<file path="src/rtl/uart_bus_master.sv">
// uart_bus_master
//   Bus initiator driven over UART. Parses command frames from received
//   bytes, performs one read or write on the CPU data bus after arbitration,
//   and sends the result back through the UART transmitter.
//
//   Frame : cmd, addr[31:24], addr[23:16], addr[15:8], addr[7:0],
//           then for writes data[31:24] .. data[7:0].
//           cmd 'W' (0x57) = write, 'R' (0x52) = read, anything else -> '?'.
//   Reply : write -> 'K'; read -> 4 bytes of read data, MSB first;
//           rejected address -> '!'.
//
//   Parameters
//     TIMEOUT_CYCLES  idle cycles between bytes of one frame before it is dropped
//     WIN_BASE        permitted address window base (window check build only)
//     WIN_SPAN        permitted address window size in bytes
//
//   Build option
//     UART_BUS_ADDR_WINDOW_EN  when defined, addresses outside
//                              [WIN_BASE, WIN_BASE+WIN_SPAN) are answered
//                              with '!' and never reach the bus.
//
//   Ports
//     clk, reset         clock, synchronous active-low reset
//     rx_valid, rx_data  received byte strobe and value
//     tx_ready           transmitter idle
//     tx_start, tx_data  transmit strobe and byte (held until tx_ready returns)
//     bus_req, bus_gnt   bus ownership request / grant
//     rd, wr             one-cycle bus strobes
//     addr, wdata        bus address / write data
//     rdata              bus read data, valid in the rd cycle
//     busy               high whenever not idle
module uart_bus_master #(
  parameter int unsigned TIMEOUT_CYCLES = 50000000,
  parameter logic [31:0] WIN_BASE       = 32'h4000_0000,
  parameter logic [31:0] WIN_SPAN       = 32'h0000_0024
) (
  input  logic        clk,
  input  logic        reset,
  input  logic        rx_valid,
  input  logic [7:0]  rx_data,
  input  logic        tx_ready,
  output logic        tx_start,
  output logic [7:0]  tx_data,
  output logic        bus_req,
  input  logic        bus_gnt,
  output logic        rd,
  output logic        wr,
  output logic [31:0] addr,
  output logic [31:0] wdata,
  input  logic [31:0] rdata,
  output logic        busy
);

  localparam logic [7:0] CMD_W   = 8'h57;
  localparam logic [7:0] CMD_R   = 8'h52;
  localparam logic [7:0] RSP_OK  = 8'h4B;
  localparam logic [7:0] RSP_UNK = 8'h3F;
  localparam logic [7:0] RSP_ERR = 8'h21;

  localparam int unsigned TW = (TIMEOUT_CYCLES > 1) ? $clog2(TIMEOUT_CYCLES + 1) : 1;
  localparam logic [TW-1:0] TIMER_LAST = TW'(TIMEOUT_CYCLES - 1);

  typedef enum logic [2:0] {
    S_IDLE,
    S_ADDR,
    S_DATA,
    S_REQ,
    S_ACCESS,
    S_RESP,
    S_TX_WAIT
  } state_t;

  state_t        state, state_nxt;
  logic [1:0]    byte_cnt, byte_cnt_nxt;
  logic [TW-1:0] timer, timer_nxt;
  logic          is_write, is_write_nxt;
  logic          addr_bad, addr_bad_nxt;
  logic [31:0]   addr_nxt, wdata_nxt;
  logic [31:0]   resp_sr, resp_nxt;
  logic [2:0]    resp_cnt, resp_cnt_nxt;
  logic          wait_cnt, wait_cnt_nxt;

  // Address as it will be once the current byte is shifted in.
  logic [31:0] asm_addr;
  logic        in_win;

  assign asm_addr = {addr[23:0], rx_data};

`ifdef UART_BUS_ADDR_WINDOW_EN
  // Offset compare avoids overflow of WIN_BASE + WIN_SPAN.
  assign in_win = (asm_addr >= WIN_BASE) && ((asm_addr - WIN_BASE) < WIN_SPAN);
`else
  logic win_unused;
  assign win_unused = ^{WIN_BASE, WIN_SPAN};
  assign in_win     = 1'b1;
`endif

  // Byte in transmission is always the top of the response shift register,
  // so it stays stable until the next shift.
  assign tx_data = resp_sr[31:24];
  assign busy    = (state != S_IDLE);

  always_ff @(posedge clk) begin
    if (!reset) begin
      state    <= S_IDLE;
      byte_cnt <= '0;
      timer    <= '0;
      is_write <= 1'b0;
      addr_bad <= 1'b0;
      addr     <= '0;
      wdata    <= '0;
      resp_sr  <= '0;
      resp_cnt <= '0;
      wait_cnt <= 1'b0;
    end else begin
      state    <= state_nxt;
      byte_cnt <= byte_cnt_nxt;
      timer    <= timer_nxt;
      is_write <= is_write_nxt;
      addr_bad <= addr_bad_nxt;
      addr     <= addr_nxt;
      wdata    <= wdata_nxt;
      resp_sr  <= resp_nxt;
      resp_cnt <= resp_cnt_nxt;
      wait_cnt <= wait_cnt_nxt;
    end
  end

  always_comb begin
    state_nxt    = state;
    byte_cnt_nxt = byte_cnt;
    timer_nxt    = timer;
    is_write_nxt = is_write;
    addr_bad_nxt = addr_bad;
    addr_nxt     = addr;
    wdata_nxt    = wdata;
    resp_nxt     = resp_sr;
    resp_cnt_nxt = resp_cnt;
    wait_cnt_nxt = wait_cnt;
    tx_start     = 1'b0;
    bus_req      = 1'b0;
    rd           = 1'b0;
    wr           = 1'b0;

    case (state)
      S_IDLE: begin
        if (rx_valid) begin
          timer_nxt    = '0;
          byte_cnt_nxt = '0;
          if (rx_data == CMD_W || rx_data == CMD_R) begin
            is_write_nxt = (rx_data == CMD_W);
            addr_bad_nxt = 1'b0;
            state_nxt    = S_ADDR;
          end else begin
            resp_nxt     = {RSP_UNK, 24'h0};
            resp_cnt_nxt = 3'd1;
            state_nxt    = S_RESP;
          end
        end
      end

      S_ADDR, S_DATA: begin
        if (rx_valid) begin
          // A byte arriving in the expiry cycle still counts.
          timer_nxt    = '0;
          byte_cnt_nxt = byte_cnt + 2'd1;
          if (state == S_ADDR) begin
            addr_nxt = asm_addr;
            if (byte_cnt == 2'd3) begin
              addr_bad_nxt = !in_win;
              if (is_write) begin
                state_nxt = S_DATA;
              end else if (!in_win) begin
                resp_nxt     = {RSP_ERR, 24'h0};
                resp_cnt_nxt = 3'd1;
                state_nxt    = S_RESP;
              end else begin
                state_nxt = S_REQ;
              end
            end
          end else begin
            wdata_nxt = {wdata[23:0], rx_data};
            if (byte_cnt == 2'd3) begin
              if (addr_bad) begin
                resp_nxt     = {RSP_ERR, 24'h0};
                resp_cnt_nxt = 3'd1;
                state_nxt    = S_RESP;
              end else begin
                state_nxt = S_REQ;
              end
            end
          end
        end else if (timer == TIMER_LAST) begin
          state_nxt = S_IDLE;
        end else begin
          timer_nxt = timer + TW'(1);
        end
      end

      S_REQ: begin
        bus_req = 1'b1;
        if (bus_gnt) begin
          state_nxt = S_ACCESS;
        end
      end

      S_ACCESS: begin
        bus_req = 1'b1;
        rd      = !is_write;
        wr      = is_write;
        if (is_write) begin
          resp_nxt     = {RSP_OK, 24'h0};
          resp_cnt_nxt = 3'd1;
        end else begin
          resp_nxt     = rdata;
          resp_cnt_nxt = 3'd4;
        end
        state_nxt = S_RESP;
      end

      S_RESP: begin
        if (tx_ready) begin
          tx_start     = 1'b1;
          wait_cnt_nxt = 1'b0;
          state_nxt    = S_TX_WAIT;
        end
      end

      S_TX_WAIT: begin
        // First cycle here is always spent waiting; tx_ready may still
        // show the pre-start idle level.
        wait_cnt_nxt = 1'b1;
        if (wait_cnt && tx_ready) begin
          if (resp_cnt == 3'd1) begin
            resp_cnt_nxt = '0;
            state_nxt    = S_IDLE;
          end else begin
            resp_cnt_nxt = resp_cnt - 3'd1;
            resp_nxt     = {resp_sr[23:0], 8'h00};
            state_nxt    = S_RESP;
          end
        end
      end

      default: state_nxt = S_IDLE;
    endcase
  end

endmodule

</file>
<file path="config.mk">
export PLATFORM = sky130hd
export DESIGN_NAME = uart_bus_master
export DESIGN_NICKNAME = d
export VERILOG_FILES = /design/src/rtl/uart_bus_master.sv
export SDC_FILE = /design/constraint.sdc
export NUM_CORES = 1
export LEC_CHECK = 0
export CAP_MARGIN = 20
export CORE_AREA = 3 3 127 129
export CTS_BUF_LIST = sky130_fd_sc_hd__clkbuf_16
export CTS_CLUSTER_DIAMETER = 120
export DETAILED_ROUTE_END_ITERATION = 7
export DIE_AREA = 0 0 130 132
export HOLD_SLACK_MARGIN = 0.12
export PLACE_DENSITY = 0.74
export SLEW_MARGIN = 20
export SYNTH_ARGS = -nofsm -noshare
export SYNTH_HDL_FRONTEND = slang
export SYNTH_SLANG_ARGS = --single-unit
</file>
<file path="constraint.sdc">
create_clock -name clk -period 5.2 [get_ports clk]
set_input_delay 0.52 -clock clk [delete_from_list [all_inputs] [get_ports clk]]
set_output_delay 0.52 -clock clk [all_outputs]
set_load 0.01 [all_outputs]
</file>
==> metrics.cfg <==
[status]
outcome = finished, final reports clean

[timing]
timing.final.crit_share = 0.624
setup_viol_count_final = 0
worstMarginPinSlew_ps = 992
whs_ps = 453
hold_viol = 0
tns_ps = 0
fmax_mhz = 308
finClkSkew_ps = 6.94
period_needed_ps = 3240
rsz0062_at_grt = no
slew_violations = 0
slew_headroom = 0.338

[place]
globalplace.congestion = 0.836
dp.cells = 991
post-dp-hpwl_um = 10100
portBuffers = 121

[power_and_ir_drop]
p_total_mw = 2.94
p_leak_nw = 2.81
power_density_mw_per_mm2 = 370
ir_drop_mv = 0.236

[global_route]
grt_overflow_total = 0
first_global_vias = 5135
grt_max_degree = 104
grt_pass1_wl_um = 25500
grt_use_total = 0.182
grt_antenna_before_repair = 0

[detailed_routing]
antenna_left = 0
routedWlPerCell_um = 15.1
drc = 0
route.final.wire_length_um = 15400
drt_iter0_markers = 348
viasPerCell = 5.41
vias = 5524
drt_first_pass_iters = 5

[layout]
fin_util = 0.525
area_growth_pct = 28.5
fin_cells = 1022
num_antenna_cells = 0
mostFrequentLayoutCells = 185 x nand2_1, 132 x dfxtp_1, 120 x clkdlybuf4s50_1, 68 x a21boi_0, 26 x o21ai_0
layout.nets = 872
layout_commonest_cell = nand2_1
drive_gt1_frac = 0.0899
nFillCells = 1405

[setup_path]
crit_path_end_kind = output pin
r2r_start = state[1]
cp-start-kind = flip-flop
cp.arrival_ps = 2720
rrSetupSlack_ps = 2640
required_ps = 4680
r2r_cells = 6
critical_path.max_fanout = 29
critPathKind = reg2out
r2r_end = timer[13]

[floorplan]
ioPinCount = 122
die_h_um = 132
start_util = 0.409
dieArea_mm2 = 0.0172
core_mm2 = 0.0151
core.rowCount = 45
die_w_um = 130

[yosys]
ys_ff_latch = 132
synth-main-ff-cell = dfxtp_1
ys_types = 76
syn-cell-area_mm2 = 0.00620
synth-edff-count = 0
yosys_warnings = 0
synthCells = 737
async_reset_ff_frac = 0
yosysTopAreaCell = dfxtp_1
synthTopCellsByArea = dfxtp_1 43%, nand2_1 11%, a21boi_0 8.2%
synth_area_per_cell_um2 = 8.41
yosys.area.top_type_share = 0.426
synth_nets = 786
yosysSeqAreaShare = 0.426

[clocking]
clk_pin_slew_worst_paths_ps = 50
cts_sinks = 132
tritoncts = yes
clk_path_buf_depth = 2
cts_resized = 0
cts_hold_buf = 0
h-tree-depth = 4
cts_root_buf = clkbuf_16
post_cts.repair.setup_buffers = 0
numCtsBuffers = 17
clock_latency_ps = 420

[run]
cap_violations = 0

[min_path]
hp-start = resp_cnt[1]
hold_path_class = reg2reg
min_to = resp_cnt[1]
worstHoldPathCells = 2

cell families after synthesis:
logic type	Yosys count	synth area share
and+or+nand+nor	323	0.256
AOI/OAI and AO/OA	197	0.239
DFF	132	0.426
buffers and inverters	72	0.0561
muxes	6	0.00990
adders and majority gates	4	0.00808
xor gates and xnor gates	3	0.00424
worst max-delay path, stage by stage, from the launching register on:
cell	delay (ps)
dfxtp_1	780
or3b_2	520
nor2_2	100
buf_4	310
clkdlybuf4s50_1	600
cell usage after synthesis, drive strengths merged, types with 2 or more instances:
cell and number:
inv 11, nor3b 3, or3 11, and2 3
or2 2, and4 3, o221a 5, o211a 19
and3 4, a221oi 2, o22ai 2, mux2i 5
nand2 186, nand3 25, a31oi 2, dfxtp 132
nor3 7, nor2b 3, nand4 16, clkbuf 39
o211ai 10, xor2 3, a22o 2, a22oi 17
nor2 28, nor4 4, or3b 2, nor4bb 2
nand2b 5, or4 12, a21oi 17, nand3b 3
o21ai 34, buf 22, o31ai 7, a21boi 69
ha 4, a211o 2
metrics by stage:
step                      area [um^2]  setup WS, ps
after floorplan                  6200          3200
after global placement           7420          2140
after detailed placement         7420          2180
after CTS                        7940          1920
after global routing             7960          1800
final                            7960          1960
layer usage:
metal  global-route usage  wire length, um  up-vias
li1                     -                -     2781
met1                0.253             7350     2553
met2                0.256             6520      168
met3               0.0701             1300       22
met4               0.0664              223        0
met5                    0                0        -
registers in the layout, summed over array words and instances, names as in the netlist:
register,cells
addr,32
resp_sr,32
wdata,32
timer,26
resp_cnt,3
state,3
byte_cnt,2
is_write,1
wait_cnt,1
final cells by class:
| class | instances | area (um^2) | area share |
|---|---|---|---|
| Timing Repair Buffer | 128 | 1270 | 0.159 |
| Multi-Input combinational cell | 533 | 3250 | 0.408 |
| Clock inverter | 13 | 96.3 | 0.0121 |
| Tap cell | 188 | 235 | 0.0296 |
| Inverter | 11 | 41.3 | 0.00519 |
| Sequential cell | 132 | 2640 | 0.332 |
| Clock buffer | 17 | 425 | 0.0535 |
worst max-delay path by stage:
| stage | startpoint | to | slack, ps |
|---|---|---|---|
| CTS | state[2] | rd | 1920 |
| global placement | rx_valid | addr[24] | 2140 |
| global route | state[2] | rd | 1800 |
| floorplan | timer[0] | timer[23] | 3200 |
| finish | state[2] | rd | 1960 |
| detailed placement | rx_valid | timer[20] | 2180 |
power by group:
group,switching (mW),internal (mW),total (mW),leakage [nW]
Combinational,0.374,0.291,0.665,1.48
Sequential,0.0962,1.11,1.21,1.07
Clock,0.428,0.639,1.07,0.255
Total,0.898,2.05,2.94,2.81
No activity file was read; power rests on OpenSTA's default activity.
